[config.mk]
export PLATFORM = sky130hd
export DESIGN_NAME = bcd_display_scan
export DESIGN_NICKNAME = d
export VERILOG_FILES = /design/src/rtl/disp_pkg.sv /design/src/rtl/bcd_to_seg.sv /design/src/rtl/bcd_display_scan.sv
export SDC_FILE = /design/constraint.sdc
export NUM_CORES = 1
export LEC_CHECK = 0
export BUFFER_PORTS_ARGS = -buffer_cell sky130_fd_sc_hd__buf_2
export CORE_ASPECT_RATIO = 0.5
export CORE_MARGIN = 2
export CORE_UTILIZATION = 35
export DETAILED_ROUTE_END_ITERATION = 6
export GPL_TIMING_DRIVEN = 0
export MAX_ROUTING_LAYER = met4
export SLEW_MARGIN = 20
export SYNTH_ARGS = -nofsm -noshare
export SYNTH_HDL_FRONTEND = slang
export SYNTH_SLANG_ARGS = --single-unit
[constraint.sdc]
create_clock -name clk -period 4.5 [get_ports clk]
set_input_delay 0.675 -clock clk [delete_from_list [all_inputs] [get_ports clk]]
set_output_delay 0.675 -clock clk [all_outputs]
set_load 0.02 [all_outputs]
[src/rtl/disp_pkg.sv]
// Shared definitions for the multiplexed 7-segment display scanner:
// glyph table, segment constants and the scan FSM state type.
package disp_pkg;

  // Scan FSM states.
  typedef enum logic [1:0] {
    IDLE     = 2'd0,
    SNAP     = 2'd1,
    BLANKING = 2'd2,
    SHOW     = 2'd3
  } state_t;

  // Segment vectors are ordered {g,f,e,d,c,b,a} and are active-high here;
  // polarity is applied only at the output registers of the top level.
  localparam logic [6:0] SEG_OFF  = 7'h00;
  localparam logic [6:0] SEG_DASH = 7'h40;

  // Digits 0-9 map to the usual glyphs; codes A-F are not valid BCD and
  // show a dash so a corrupted counter is visible rather than misleading.
  localparam logic [6:0] SEG_GLYPH [0:15] = '{
    7'h3F,    // 0
    7'h06,    // 1
    7'h5B,    // 2
    7'h4F,    // 3
    7'h66,    // 4
    7'h6D,    // 5
    7'h7D,    // 6
    7'h07,    // 7
    7'h7F,    // 8
    7'h6F,    // 9
    SEG_DASH, // A
    SEG_DASH, // B
    SEG_DASH, // C
    SEG_DASH, // D
    SEG_DASH, // E
    SEG_DASH  // F
  };

endpackage

[src/rtl/bcd_to_seg.sv]
// Combinational BCD to active-high 7-segment glyph decoder.
module bcd_to_seg
  import disp_pkg::*;
(
  input  logic [3:0] bcd,
  output logic [6:0] seg
);

  // Table lookup; invalid codes resolve to a dash inside the table.
  always_comb begin
    seg = SEG_GLYPH[bcd];
  end

endmodule

[src/rtl/bcd_display_scan.sv]
// Multiplexed common-anode 7-segment display scanner. Takes a frame
// snapshot of the BCD digit bank, then lights one digit at a time from the
// most significant down, with a dark gap at the start of every digit slot.
module bcd_display_scan
  import disp_pkg::*;
#(
  parameter int DIGITS         = 4,
  parameter int PRESCALE       = 50000,
  parameter int BLANK          = 8,
  parameter bit SEG_ACTIVE_LOW = 1'b1
) (
  input  logic                  clk,
  input  logic                  rst_n,
  input  logic                  en,
  input  logic [4*DIGITS-1:0]   digits,
  input  logic [DIGITS-1:0]     dp_in,
  input  logic                  lz_blank,
  output logic [6:0]            seg,
  output logic                  dp,
  output logic [DIGITS-1:0]     an,
  output logic                  frame_tick
);

  // Prescaler counts the whole slot (blank + lit) and wraps at PRESCALE-1.
  localparam int CW = (PRESCALE > 1) ? $clog2(PRESCALE) : 1;
  localparam int IW = (DIGITS > 1) ? $clog2(DIGITS) : 1;

  localparam logic [CW-1:0] CNT_LAST   = CW'(PRESCALE - 1);
  localparam logic [CW-1:0] BLANK_LAST = CW'((BLANK > 0) ? BLANK - 1 : 0);
  localparam logic [IW-1:0] IDX_TOP    = IW'(DIGITS - 1);

  // Pin-level inactive levels; XOR masks turn active-high into pin polarity.
  localparam logic [6:0]        SEG_POL = {7{SEG_ACTIVE_LOW}};
  localparam logic              DP_POL  = SEG_ACTIVE_LOW;
  localparam logic [DIGITS-1:0] AN_POL  = {DIGITS{SEG_ACTIVE_LOW}};

  // Whether the slot sequence includes a dark phase at all.
  localparam state_t SLOT_FIRST = (BLANK > 0) ? BLANKING : SHOW;

  state_t                state_q, state_d;
  logic [IW-1:0]         idx_q, idx_d;
  logic [CW-1:0]         cnt_q, cnt_d;

  // Frame snapshot: digits, decimal points and leading-zero blank mask.
  logic [4*DIGITS-1:0]   snap_dig_q, snap_dig_d;
  logic [DIGITS-1:0]     snap_dp_q, snap_dp_d;
  logic [DIGITS-1:0]     snap_lz_q, snap_lz_d;

  // Output registers, already in pin polarity.
  logic [6:0]            seg_q, seg_d;
  logic                  dp_q, dp_d;
  logic [DIGITS-1:0]     an_q, an_d;
  logic                  tick_q, tick_d;

  // Leading-zero mask from the live inputs; captured only at snapshot time.
  logic [DIGITS-1:0]     upper_zero;
  logic [DIGITS-1:0]     lz_mask;

  // Digit currently being driven and its active-high glyph.
  logic [3:0]            digit_cur;
  logic [6:0]            glyph_cur;
  logic [6:0]            seg_hi;
  logic                  dp_hi;
  logic [DIGITS-1:0]     an_hi;

  // Digit k may be blanked only when it and every more significant digit
  // are zero; digit 0 is never blanked so a zero value still shows "0".
  for (genvar gi = 0; gi < DIGITS; gi++) begin : g_lz
    assign upper_zero[gi] = (digits[4*DIGITS-1:4*gi] == '0);
    if (gi == 0) begin : g_lsd
      assign lz_mask[gi] = 1'b0;
    end else begin : g_upper
      assign lz_mask[gi] = lz_blank & upper_zero[gi];
    end
  end

  // Scan FSM, slot prescaler, digit index and snapshot capture.
  always_comb begin
    state_d    = state_q;
    idx_d      = idx_q;
    cnt_d      = cnt_q;
    snap_dig_d = snap_dig_q;
    snap_dp_d  = snap_dp_q;
    snap_lz_d  = snap_lz_q;

    if (!en) begin
      // Dropping enable abandons the frame; no partial slot is finished.
      state_d = IDLE;
      idx_d   = '0;
      cnt_d   = '0;
    end else begin
      unique case (state_q)
        IDLE: begin
          state_d = SNAP;
        end
        SNAP: begin
          idx_d   = IDX_TOP;
          cnt_d   = '0;
          state_d = SLOT_FIRST;
        end
        BLANKING: begin
          cnt_d = cnt_q + CW'(1);
          if (cnt_q == BLANK_LAST) begin
            state_d = SHOW;
          end
        end
        SHOW: begin
          if (cnt_q == CNT_LAST) begin
            cnt_d = '0;
            if (idx_q == '0) begin
              state_d = SNAP;
            end else begin
              idx_d   = idx_q - IW'(1);
              state_d = SLOT_FIRST;
            end
          end else begin
            cnt_d = cnt_q + CW'(1);
          end
        end
        default: begin
          state_d = IDLE;
        end
      endcase
    end

    // The snapshot is taken on the edge that enters SNAP, so it is stable
    // for the whole frame and mid-frame input changes cannot tear it.
    if (state_d == SNAP) begin
      snap_dig_d = digits;
      snap_dp_d  = dp_in;
      snap_lz_d  = lz_mask;
    end
  end

  // Select the digit that the next cycle will display.
  assign digit_cur = snap_dig_q[4*idx_d +: 4];

  bcd_to_seg u_bcd_to_seg (
    .bcd (digit_cur),
    .seg (glyph_cur)
  );

  // Output values follow the state being entered, so the pins change on
  // the same edge as the state register; polarity is applied last.
  always_comb begin
    seg_hi = SEG_OFF;
    dp_hi  = 1'b0;
    an_hi  = '0;
    if (state_d == SHOW) begin
      // A blanked leading zero still pulses its anode for even brightness
      // and still honours its decimal point.
      an_hi  = DIGITS'(1) << idx_d;
      seg_hi = snap_lz_q[idx_d] ? SEG_OFF : glyph_cur;
      dp_hi  = snap_dp_q[idx_d];
    end
    seg_d  = seg_hi ^ SEG_POL;
    dp_d   = dp_hi ^ DP_POL;
    an_d   = an_hi ^ AN_POL;
    tick_d = (state_d == SNAP);
  end

  // Control state and snapshot registers.
  always_ff @(posedge clk or negedge rst_n) begin
    if (!rst_n) begin
      state_q    <= IDLE;
      idx_q      <= '0;
      cnt_q      <= '0;
      snap_dig_q <= '0;
      snap_dp_q  <= '0;
      snap_lz_q  <= '0;
    end else begin
      state_q    <= state_d;
      idx_q      <= idx_d;
      cnt_q      <= cnt_d;
      snap_dig_q <= snap_dig_d;
      snap_dp_q  <= snap_dp_d;
      snap_lz_q  <= snap_lz_d;
    end
  end

  // Output registers; reset drives the display dark immediately.
  always_ff @(posedge clk or negedge rst_n) begin
    if (!rst_n) begin
      seg_q  <= SEG_POL;
      dp_q   <= DP_POL;
      an_q   <= AN_POL;
      tick_q <= 1'b0;
    end else begin
      seg_q  <= seg_d;
      dp_q   <= dp_d;
      an_q   <= an_d;
      tick_q <= tick_d;
    end
  end

  assign seg        = seg_q;
  assign dp         = dp_q;
  assign an         = an_q;
  assign frame_tick = tick_q;

endmodule

* Word-level counts from Yosys, hierarchy flattened
Memory sizes are Yosys's and may differ from the RTL's.
Cells that the tools add are included.
** Word-level totals
- Memories :: 1
- Bits in read-only memories :: 112
- Register bits :: 56
- Logic and storage cells :: 59
- Input port bits :: 24
- Output and inout bits :: 13
** Memory list
- (name not given) :: words 16, width 7, read ports 1, clocked after memory_dff 0, wr ports 0, line bcd_to_seg.sv:11 : seg = SEG_GLYPH[bcd];
** Operators by class
- Add/subtract/negate cells :: 2
- Shifts and indexed selects :: 2
- Reduce and logical (&&, ||, !) cells :: 5
- Bitwise gates (word level) :: 7
- Equality and inequality tests :: 8
- Order comparisons :: 2
- Mux-type cells :: 22
** Operators by type and width (number)
- one-hot mux 16 bit (3 select lines) :: 1
- two-way mux 16 bit :: 2
- two-way mux 7 bit :: 4
- adder 16 x 1 -> 16 bit (second input constant) :: 1
- == test 16 bit (second input constant) :: 1
- == test 16 x 3 -> 1 bit (second input constant) :: 1
- indexed part select 16 x 5 -> 4 bit :: 1
- two-way mux 2 bit :: 7
- zero test 12 bit :: 1
- zero test 8 bit :: 1
- one-hot mux 2 bit (4 select lines) :: 1
- inverter 7 bit :: 1
- == test 2 bit (second input constant) :: 3
- >= comparator 5 bit (second input constant) :: 1
- inverter 4 -> 5 bit :: 1
- binary-select mux 1 bit (select 2 bit) :: 2
- == test 2 x 1 -> 1 bit (second input constant) :: 2
- zero test 2 bit :: 2
- zero test 4 bit :: 1
- two-way mux 4 bit :: 1
- != test 4 x 1 -> 1 bit (second input constant) :: 1
- inverter 4 bit :: 1
- one-hot mux 2 bit (2 select lines) :: 1
- << shifter 1 x 2 -> 4 bit (first input constant) :: 1
- 5 further kinds :: 9

* Depth between registers and ports, before layout
Gate-level depths: netlist of the first run.
- Depth in word-level cells :: 13
- Depth in mapped cells :: 11
- Mapped depth without buffers :: 10

* By module
Synthesis of the first run repeated with hierarchy kept, for this count alone.
** Second synthesis, totals
- Cells, all modules :: 259
- Area total of the unflattened synthesis :: 2941.6 um^2
** By module, submodules not included
- bcd_display_scan :: cells an instance 230, area each 2708.8 um^2, times used 1, seq. area each 1416.4 um^2
- bcd_to_seg :: cells an instance 29, area each 232.7 um^2, times used 1, seq. area each 0.0 um^2

* Worst setup path before layout of the first run
No wires, ideal clock.
- Kind :: register to register
- Start :: reg cnt_q[0]
- End :: reg seg_q[4] (netlist: seg[4])
- Data required time :: 4.418 ns
- Arrival :: 3.182 ns
- Period minus slack after synthesis :: 3.264 ns
- Cell stages (with the launch flop) :: 12
- Setup slack :: 1.236 ns
- Buffers on the path :: 1
- Setup time :: 0.082 ns
- Cells stage by stage :: dfrtp_1 > ha_1 > or4b_4 > or2_1 > o41ai_1 > a21o_1 > buf_6 > mux2i_1 > inv_1 > ha_1 > mux2_2 > a22oi_1
** Between the ends
- Cells in the longest elaborated chain, start to end :: 12
- Elaborated cells between the ends (all ways) :: 20
- Those cells by class :: eq/ne: 3; shift: 1; mux: 13; bitwise: 2; memory: 1
** RTL lines
- from (decl) :: line bcd_display_scan.sv:42 : logic [CW-1:0] cnt_q, cnt_d;
- from (signal assigned) :: line bcd_display_scan.sv:174 : cnt_q <= cnt_d;
- == test 16 bit :: line bcd_display_scan.sv:108 : if (cnt_q == CNT_LAST) begin
- two-way mux 2 bit :: line bcd_display_scan.sv:108
- one-hot mux 2 bit (2 select lines) :: line bcd_display_scan.sv:92 : unique case (state_q)
- two-way mux 2 bit :: line bcd_display_scan.sv:86 : if (!en) begin
- indexed part select 16 x 5 -> 4 bit :: line bcd_display_scan.sv:136 : assign digit_cur = snap_dig_q[4*idx_d +: 4];
- inverter 4 -> 5 bit (implied by the code) :: line bcd_to_seg.sv:11
- memory (16 x 7 bit)
- two-way mux 7 bit (implied by the code) (2 in series) :: line bcd_to_seg.sv:11
- two-way mux 7 bit :: line bcd_display_scan.sv:153 : seg_hi = snap_lz_q[idx_d] ? SEG_OFF : glyph_cur;
- two-way mux 7 bit (*) :: line bcd_display_scan.sv:149 : if (state_d == SHOW) begin
- inverter 7 bit (no source line) (*)
- via seg_d[4] :: line bcd_display_scan.sv:50 : logic [6:0] seg_q, seg_d;
- to (signal assigned) :: line bcd_display_scan.sv:189 : seg_q <= seg_d;
- to (decl) :: line bcd_display_scan.sv:50
Mark *: on every way through the listed nets, which the timed path passes. The rest lies on a longest branch. The select of a mux whose other input is x is not followed.
A chain may end at the register's enable or synchronous reset.

* Worst setup path in the final report of the first run
Ends and elaborated chain as after synthesis.

==> out/results.md, run 1 <==
• 4.32% — Adder-Cell Fraction of Synth Area
• 6050 um — wire length after detailed routing
• 0.07 ns — clk slew on worst S/H paths
• 0 ns — setup tns final
• 100% — async set or reset register ratio after synthesis
• 4.13 ns — data arrival time of the critical path
• 56 — CTS sink cnt
• simple AND/OR/NAND/NOR gates — largest family of logic cells by synthesized area
• 0 — number of diodes
• 0 — DRC viols
• 0 — Resize count post-CTS
• 2900 um2 — mapped cell area
• 3.92 ns — crit path time final
• 0.58 ns — worst reg2reg setup slack
• 0.867 — RD Place Congestion
• sky130_fd_sc_hd__dfrtp_1 — dominant cell type by area after synthesis
• 0 — antenna violations before repair
• 23 — number of placement rows
• 2199 — via count of the first global-routing pass
• 15.2% — portion of netlist area occupied by mux cells
• 4 — count of TritonRoute iterations in the first routing pass
• 4.70 ns — Worst EP required
• 133 um — horizontal die dimension
• 57 — pin count of the biggest net entering global routing
• 0.728 ns — measured slew at the worst slew-check pin
• 111 — Starting DRT DRC Count
• 36.2% — effective utilization at floorplan
• 0 — YS warnings
• 262 — Syn Inst Count
• 0.00774 ns — worst clock skew
• 30.4% — share of final-layout standard cells stronger than drive strength 1
• reg2reg — Crit Path Category
• flop — startpoint types
• 2 — htree depth
• 0 — number of hold-slack violations in the final timing report
• cnt_q[0] — FF-to-FF Start
• 16.3% — Area growth, synth to finish
• finished, final reports clean — status
• 1390 uW — Total Power Consumption
• 38.0% — area share of the leading cell type in the synthesized netlist
• 0 — max-slew violation count
• flop — CP Capture Type
• 0 — max capacitance violation total
• 0 — residual overflow from global routing
• 48.9% — sequential fraction of the synthesis area
• 87.2% — final worst-path cycle share
• 4530 um — post-DP HPWL
• 5 — clock buffers created by TritonCTS
• false — unrepaired setup endpoints after global routing
• 11.1 um2 — synthesized area per cell
• sky130_fd_sc_hd__clkbuf_16 — root buffer selected by CTS
• 0 — setup repair bufs after CTS
• 10600 um — wire length of the first global-routing pass
• sky130_fd_sc_hd__dfrtp_1 38%, sky130_fd_sc_hd__dfstp_2 11%, sky130_fd_sc_hd__mux2_2 8.9% — most area-consuming cells after synthesis
• 9060 um2 — die footprint
• 5.01 — vias per cell
• 54 — count of unique library cells instantiated by Yosys
• 0 — number of synthesized flops with an enable pin
• 36 — number of port buffers
• 0 — number of buffers added to fix hold violations after cts
• 255 MHz — Fmax
• seg[4] — r2r endpoint
• 0 — Final setup viols
• 15.5% — post-synthesis simple-gate area fraction
• in2async — Hold WC Path Type
• 51.1% — worst slew margin relative to its limit
• 2 — maximum buffer depth of the clock tree
• sky130_fd_sc_hd__dfrtp_1 — ys flop type
• 296 — synthesized netlist net count
• 0.177 mV — worst ir drop on vdd
• 11.4% — synthesized-area fraction occupied by ao, oa, aoi and oai cells
• 37 — IO Pins
• 68.3 um — chip height
• 14.5 um — detail-routed net length per standard cell
• 0 — count of nets left with antenna violations after detail routing
• 14.9% — global router's overall resource usage
• 10 — worst-path fanout max
• 0.29 ns — clock latency on the worst-skew pair
• 8000 um2 — area of the core
• 42.1% — final design utilization
• 11 — depth of the worst register-to-register path
• done — TritonCTS clock tree
• 412 nW/um2 — power density over cell area
• 1.82% — xor and xnor area share after synthesis
• 44 x sky130_fd_sc_hd__dfrtp_1, 23 x sky130_fd_sc_hd__mux2_2, 19 x sky130_fd_sc_hd__o21ai_0, 18 x sky130_fd_sc_hd__nor2_1, 17 x sky130_fd_sc_hd__nand2_1 — cell types with the highest counts after synthesis
• sky130_fd_sc_hd__dfrtp_1 — most used standard cell by instance count after synthesis
• 339 — final-stage net count
• 56 — number of storage elements in the synthesis netlist
• 0.00147 uW — leak pwr
• 2094 — via count of the routed design
-- cells in the final DEF, fill, tap and decap left out, types with 2 or more instances in the layout --
cell type	n
sky130_fd_sc_hd__buf_2	35
sky130_fd_sc_hd__xor2_1	5
sky130_fd_sc_hd__or2_2	3
sky130_fd_sc_hd__clkinv_2	2
sky130_fd_sc_hd__a21oi_1	5
sky130_fd_sc_hd__o31ai_1	4
sky130_fd_sc_hd__mux2i_1	14
sky130_fd_sc_hd__o21ai_0	19
sky130_fd_sc_hd__ha_1	10
sky130_fd_sc_hd__nor3_1	5
sky130_fd_sc_hd__nand2_1	17
sky130_fd_sc_hd__nor4_1	3
sky130_fd_sc_hd__nor2b_1	4
sky130_fd_sc_hd__a31oi_1	2
sky130_fd_sc_hd__inv_1	10
sky130_fd_sc_hd__clkbuf_16	5
sky130_fd_sc_hd__buf_4	3
sky130_fd_sc_hd__o41ai_1	3
sky130_fd_sc_hd__nand2b_1	4
sky130_fd_sc_hd__and3_1	8
sky130_fd_sc_hd__nor2_1	18
sky130_fd_sc_hd__clkbuf_1	5
sky130_fd_sc_hd__nand3_1	7
sky130_fd_sc_hd__mux2_2	23
sky130_fd_sc_hd__nand4_1	2
sky130_fd_sc_hd__dfstp_2	12
sky130_fd_sc_hd__a211o_1	2
sky130_fd_sc_hd__a2bb2oi_1	3
sky130_fd_sc_hd__dfrtp_1	44
-- per-layer routing --
metal | share of wire, % | GRT usage, %
met2 | 48 | 26.0
met5 | 0 | -
met3 | 2.5 | 2.00
met1 | 48 | 18.9
met4 | 0.94 | 3.63
-- registers in the layout, summed over array words and instances, names as in the netlist, 2 cells and up --
| register | flops |
|---|---|
| snap_lz_q | 3 |
| an | 4 |
| seg | 7 |
| idx_q | 2 |
| snap_dig_q | 16 |
| cnt_q | 16 |
| snap_dp_q | 4 |
| state_q | 2 |
-- power by group --
part	internal [uW]	switching [uW]	leakage (uW)
Combinational	173	205	0.000707
Clock	220	171	0.0000766
Sequential	580	38.1	0.000689
Total	973	414	0.00147
-- cell families (layout without fill, tap and decap cells) --
group	after synthesis	count (layout)
buf+inv	18	62
flops	56	56
xor+xnor	6	6
simple gates	82	82
fa+ha+maj	10	10
compound gates	50	50
mux	40	40
-- worst max-delay path, cell delays in order, from the launching register on --
cell,delay (ns)
sky130_fd_sc_hd__dfrtp_1,0.41
sky130_fd_sc_hd__ha_1,0.28
sky130_fd_sc_hd__or4b_4,0.51
sky130_fd_sc_hd__or2_1,0.25
sky130_fd_sc_hd__o41ai_1,0.55
sky130_fd_sc_hd__a21o_1,0.28
sky130_fd_sc_hd__buf_6,0.18
sky130_fd_sc_hd__mux2i_1,0.45
sky130_fd_sc_hd__inv_1,0.22
sky130_fd_sc_hd__ha_1,0.25
sky130_fd_sc_hd__mux2_2,0.27
sky130_fd_sc_hd__a22oi_1,0.19
-- layout make-up --
cell class	instances	area (um2)
Buffer	8	45.0
Clock buffer	6	139
Clock inverter	2	10.0
Fill cell	791	4630
Inverter	10	37.5
Multi-Input combinational cell	188	1400
Sequential cell	56	1420
Tap cell	112	140
Timing Repair Buffer	36	183
-- stage by stage --
stage          cells  hold WS [ns]  instance area, um2  worst slack (ns)
6_report         418         0.428                3370             0.577
5_1_grt          418         0.495                3370             0.338
4_1_cts          418         0.464                3370             0.588
3_5_place_dp     410         0.496                3220             0.620
3_3_place_gp     410         0.474                3220             0.732
2_1_floorplan    262         0.379                2900              1.24
-- how the worst max path moves through the flow --
| stage | start | to | cells past startpoint |
|---|---|---|---|
| floorplan | cnt_q[0] | seg[4] | 11 |
| global route | cnt_q[0] | seg[4] | 11 |
| detailed placement | cnt_q[0] | seg[4] | 11 |
| CTS | cnt_q[0] | seg[4] | 11 |
| finish | cnt_q[0] | seg[4] | 11 |
| global placement | cnt_q[0] | seg[4] | 11 |
Power figures use the tool's default switching activity.
==> inputs of run 2 (changes only) <==
PLACE_DENSITY_LB_ADDON = 0.15   (was not set)
==> out/results.md, run 2 (synthesized netlist as in run 1, its figures left out) <==
• 10600 um — wire length of the first global-routing pass
• 10 — worst-path fanout max
• 0.00516 ns — worst clock skew
• 14.5 um — detail-routed net length per standard cell
• done — TritonCTS clock tree
• 0 — DRC viols
• 44 x sky130_fd_sc_hd__dfrtp_1, 35 x sky130_fd_sc_hd__buf_2, 23 x sky130_fd_sc_hd__mux2_2 — most used cells in the layout excluding fill and tap cells
• 56 — CTS sink cnt
• in2async — Hold WC Path Type
• 0 — Final setup viols
• 36 — number of port buffers
• 2 — maximum buffer depth of the clock tree
• 2 — htree depth
• 0 — antenna violations before repair
• 133 um — horizontal die dimension
• 5 — clock buffers created by TritonCTS
• finished, final reports clean — status
• 0 — count of nets left with antenna violations after detail routing
• 9060 um2 — die footprint
• 0 — residual overflow from global routing
• 258 MHz — Fmax
• sky130_fd_sc_hd__clkbuf_16 — root buffer selected by CTS
• 0 — setup repair bufs after CTS
• 57 — pin count of the biggest net entering global routing
• 4440 um — post-DP HPWL
• 0.827 ns — measured slew at the worst slew-check pin
• 5.11 — vias per cell
• 0 — number of hold-slack violations in the final timing report
• 0.00147 uW — leak pwr
• 139 — Starting DRT DRC Count
• 0 — Resize count post-CTS
• 0.07 ns — clk slew on worst S/H paths
• 0.62 ns — worst reg2reg setup slack
• 799 — total of fill cells in the finished design
• 44.4% — worst slew margin relative to its limit
• 8000 um2 — area of the core
• 4 — count of TritonRoute iterations in the first routing pass
• 0 — number of diodes
• reg2reg — Crit Path Category
• 4.09 ns — data arrival time of the critical path
• 86.1% — final worst-path cycle share
• 3.88 ns — crit path time final
• 15.3% — global router's overall resource usage
• 23 — number of placement rows
• 3370 um2 — post-route cell area
• 30.1% — share of final-layout standard cells stronger than drive strength 1
• 0 — max capacitance violation total
• 36.2% — effective utilization at floorplan
• 339 — final-stage net count
• 6060 um — wire length after detailed routing
• 4.71 ns — Worst EP required
• 0.29 ns — clock latency on the worst-skew pair
• 2226 — via count of the first global-routing pass
• flop — CP Capture Type
• 3220 um2 — instance area after placement
• flop — startpoint types
• 411 nW/um2 — power density over cell area
• 68.3 um — chip height
• 0.187 mV — worst ir drop on vdd
• 0 ns — setup tns final
• false — unrepaired setup endpoints after global routing
• 37 — IO Pins
• 0.825 — RD Place Congestion
• 0 — number of buffers added to fix hold violations after cts
• sky130_fd_sc_hd__dfrtp_1 — most common cell after layout, fill and taps aside
• 2137 — via count of the routed design
• 0 — max-slew violation count
• 16.3% — Area growth, synth to finish
==> run 2: worst max-delay path: stages (launching register included) <==
cell                      delay (ns)
sky130_fd_sc_hd__dfrtp_1        0.40
sky130_fd_sc_hd__ha_1           0.27
sky130_fd_sc_hd__or4b_4         0.52
sky130_fd_sc_hd__or2_1          0.25
sky130_fd_sc_hd__o41ai_1        0.53
sky130_fd_sc_hd__a21o_1         0.29
sky130_fd_sc_hd__buf_6          0.18
sky130_fd_sc_hd__mux2i_1        0.44
sky130_fd_sc_hd__inv_1          0.22
sky130_fd_sc_hd__ha_1           0.25
sky130_fd_sc_hd__mux2_2         0.27
sky130_fd_sc_hd__a22oi_1        0.18
==> run 2: metal layers <==
metal / part of all wire, % / vias up / wire length [um] / GRT usage [%]
met5: 0 / - / 0 / -
met4: 1.2 / 0 / 75 / 4.84
met3: 3.0 / 6 / 182 / 3.11
met2: 46 / 39 / 2810 / 26.6
met1: 49 / 1055 / 2990 / 18.6
li1: - / 1037 / - / -
==> run 2: final timing paths <==
path,start,to,cells past startpoint
max in group asynchronous,rst_n,cnt_q[14],1
min in group clk,snap_dig_q[1],snap_dig_q[1],1
setup / recovery,cnt_q[0],seg[4],11
hold reg to reg,snap_dig_q[1],snap_dig_q[1],1
setup reg to reg,cnt_q[0],seg[4],11
hold / removal,rst_n,snap_dig_q[5],1
==> run 2: layout make-up <==
type | instances | area (um2) | area share [%]
clock buffers | 7 | 143 | 4.23
plain buffers | 8 | 45.0 | 1.34
inverters | 10 | 37.5 | 1.11
repair buffers | 36 | 183 | 5.42
flip-flops and latches | 56 | 1420 | 42.1
well taps | 112 | 140 | 4.16
clock inverters | 1 | 7.51 | 0.223
multi-input cells | 188 | 1400 | 41.5
==> run 2: through the flow <==
step | utilization, % | hold WS (ns) | worst slack, ns | power, uW | instances
after floorplan | - | 0.379 | 1.24 | 900 | 262
after global placement | 40.2 | 0.471 | 0.666 | 989 | 410
after detailed placement | 40.2 | 0.483 | 0.651 | 1000 | 410
after CTS | 42.1 | 0.461 | 0.616 | 1400 | 418
after global routing | 42.1 | 0.490 | 0.281 | 1480 | 418
final | 42.1 | 0.429 | 0.624 | 1380 | 418
==> run 2: report_power, final <==
part	total (uW)	internal (uW)	switching, uW
combinational	374	172	202
sequential	615	580	35.5
clock	396	222	174
==> inputs of run 3 (changes only) <==
CAP_MARGIN = 40   (was not set)
SYNTH_HIERARCHICAL = 1   (was not set)
clock period = 4.3 ns   (was 4.5 ns; I/O delays follow)
==> out/results.md, run 3 <==
• 0 — Resize count post-CTS
• 0 — number of diodes
• 0 — setup repair bufs after CTS
• 48.1% — sequential fraction of the synthesis area
• false — unrepaired setup endpoints after global routing
• 16.7% — Area growth, synth to finish
• 3.36 ns — crit path time final
• 51.7% — worst slew margin relative to its limit
• 44 x sky130_fd_sc_hd__dfrtp_1, 38 x sky130_fd_sc_hd__buf_2, 28 x sky130_fd_sc_hd__mux2_2 — most used cells in the layout excluding fill and tap cells
• 0 — max-slew violation count
• 0 — DRC viols
• 10 — worst-path fanout max
• 0 — Final setup viols
• 416 — number of standard cells in the layout, taps in and fillers out
• 6 — YS warnings
• 294 — synthesized netlist net count
• 3430 um2 — post-route cell area
• 5 — clock buffers created by TritonCTS
• 26.7% — met2 capacity usage during global routing
• 4 — count of TritonRoute iterations in the first routing pass
• reg2reg — Crit Path Category
• sky130_fd_sc_hd__clkbuf_16 — root buffer selected by CTS
• 78.1% — final worst-path cycle share
• 15.0% — global router's overall resource usage
• 495 nW/um2 — power density over cell area
• 0.841 — RD Place Congestion
• in2async — Hold WC Path Type
• 0.07 ns — clk slew on worst S/H paths
• 57 — pin count of the biggest net entering global routing
• met2 — most used routing layer
• 0 — max capacitance violation total
• 0.194 mV — worst ir drop on vdd
• 259 — Syn Inst Count
• 6110 um — wire length after detailed routing
• 8090 um2 — area of the core
• 0 — antenna violations before repair
• 11.4 um2 — synthesized area per cell
• 42.5% — final design utilization
• sky130_fd_sc_hd__dfrtp_1 — dominant cell type by area after synthesis
• 4.94 — vias per cell
• 0.00146 uW — leak pwr
• 0 — residual overflow from global routing
• seg[0] — r2r endpoint
• 0 — number of synthesized flops with an enable pin
• 0 ns — setup tns final
• 17.3% — met1 Use GR
• 82 — Starting DRT DRC Count
• 3.57 ns — data arrival time of the critical path
• 68.8 um — chip height
• 0.725 ns — measured slew at the worst slew-check pin
• 100% — async set or reset register ratio after synthesis
• 0.94 ns — worst reg2reg setup slack
• 408 — Placed Cells incl. Taps
• 298 MHz — Fmax
• flop — CP Capture Type
• 23 — number of placement rows
• 4380 um — post-DP HPWL
• sky130_fd_sc_hd__dfrtp_1 — most used standard cell by instance count after synthesis
• 10400 um — wire length of the first global-routing pass
• 37.4% — area share of the leading cell type in the synthesized netlist
• 36.4% — effective utilization at floorplan
• 3.36% — global routing met3 resource utilization
• 0.29 ns — clock latency on the worst-skew pair
• 338 — final-stage net count
• 3270 um2 — instance area after placement
• 134 um — horizontal die dimension
• 4.51 ns — Worst EP required
• 0.00697 ns — worst clock skew
• 2 — htree depth
• 2138 — via count of the first global-routing pass
• 0 — count of nets left with antenna violations after detail routing
• 2053 — via count of the routed design
• 9200 um2 — die footprint
• cnt_q[0] — FF-to-FF Start
• sky130_fd_sc_hd__dfrtp_1 — ys flop type
• 37 — IO Pins
• sky130_fd_sc_hd__dfrtp_1 37%, sky130_fd_sc_hd__dfstp_2 11%, sky130_fd_sc_hd__mux2_2 11% — most area-consuming cells after synthesis
• sky130_fd_sc_hd__dfrtp_1 — most common cell after layout, fill and taps aside
• 56 — number of storage elements in the synthesis netlist
• 36 — number of port buffers
• 2 — maximum buffer depth of the clock tree
• 44 x sky130_fd_sc_hd__dfrtp_1, 28 x sky130_fd_sc_hd__mux2_2, 18 x sky130_fd_sc_hd__nor2_1, 17 x sky130_fd_sc_hd__nand2_1, 14 x sky130_fd_sc_hd__nand3_1 — cell types with the highest counts after synthesis
• done — TritonCTS clock tree
• finished, final reports clean — status
• 0 — number of hold-slack violations in the final timing report
• 0 — number of buffers added to fix hold violations after cts
• 14.7 um — detail-routed net length per standard cell
• 53 — count of unique library cells instantiated by Yosys
• 35.5% — share of final-layout standard cells stronger than drive strength 1
• 15 — depth of the worst register-to-register path
• 2940 um2 — mapped cell area
• 56 — CTS sink cnt
• flop — startpoint types
run 3: cell count changes in the layout (fill, tap and decap cells not counted), moves of 4 or more:
cell / change
sky130_fd_sc_hd__and3_1: -4
sky130_fd_sc_hd__buf_6: +4
sky130_fd_sc_hd__clkbuf_1: -4
sky130_fd_sc_hd__mux2_2: +5
sky130_fd_sc_hd__mux2i_1: -5
sky130_fd_sc_hd__nand2b_1: -4
sky130_fd_sc_hd__nand3_1: +7
sky130_fd_sc_hd__o21ai_0: -7
run 3: per-stage QoR:
stage / setup WS, ns / power [uW] / hold slack (ns)
after detailed placement: 0.962 / 1250 / 0.488
after CTS: 0.919 / 1720 / 0.442
final: 0.943 / 1700 / 0.398
after floorplan: 1.04 / 1110 / 0.349
after global routing: 0.719 / 1810 / 0.474
after global placement: 0.617 / 1230 / 0.486
run 3: final cells by class:
class / instances / area, um2
buffer: 9 / 83.8
sequential: 56 / 1420
tap: 112 / 140
fill: 752 / 4650
timing repair buffer: 37 / 188
multi-input combinational: 181 / 1390
clock buffer: 6 / 129
clock inverter: 2 / 35.0
inverter: 13 / 48.8
run 3: worst max-delay path, stage by stage (launching register included):
cell and delay (ns):
sky130_fd_sc_hd__dfrtp_1 0.41, sky130_fd_sc_hd__ha_1 0.23, sky130_fd_sc_hd__and4bb_2 0.24, sky130_fd_sc_hd__and4_1 0.17
sky130_fd_sc_hd__buf_6 0.14, sky130_fd_sc_hd__and4b_2 0.26, sky130_fd_sc_hd__o31ai_4 0.29, sky130_fd_sc_hd__buf_2 0.27
sky130_fd_sc_hd__nand2_1 0.06, sky130_fd_sc_hd__o21ai_0 0.14, sky130_fd_sc_hd__buf_2 0.25, sky130_fd_sc_hd__inv_1 0.10
sky130_fd_sc_hd__ha_1 0.18, sky130_fd_sc_hd__mux2_2 0.27, sky130_fd_sc_hd__o22ai_1 0.16, sky130_fd_sc_hd__nand3_1 0.09
run 3: where the power goes:
| group | switching, uW | internal, uW | total (uW) | leakage (uW) |
|---|---|---|---|---|
| clock network | 186 | 274 | 460 | 0.0000808 |
| registers | 52.3 | 636 | 688 | 0.000690 |
| logic | 284 | 265 | 549 | 0.000684 |
run 3: how the worst max path moves through the flow:
stage | start | end | slack [ns]
2_1_floorplan | cnt_q[0] | seg[0] | 1.04
4_1_cts | cnt_q[0] | seg[0] | 0.92
5_1_grt | cnt_q[0] | seg[0] | 0.72
6_report | cnt_q[0] | seg[0] | 0.94
3_5_place_dp | cnt_q[0] | seg[0] | 0.96
3_3_place_gp | cnt_q[0] | seg[0] | 0.62
run 3: cell families (layout without fill, tap and decap cells):
| group | after synthesis | in the layout | synth area share (%) |
|---|---|---|---|
| AOI/OAI and AO/OA | 33 | 33 | 8.25 |
| DFF | 56 | 56 | 48.1 |
| adders and majority gates | 11 | 11 | 4.68 |
| and+or+nand+nor | 87 | 87 | 16.7 |
| muxes | 38 | 38 | 14.2 |
| xor gates and xnor gates | 12 | 12 | 3.57 |
| buffers and inverters | 22 | 67 | 4.51 |
run 3: per-layer routing:
metal	up-vias	share of wire, %
met5	-	0
li1	998	-
met3	6	2.3
met2	23	49
met4	0	1.1
met1	1026	47
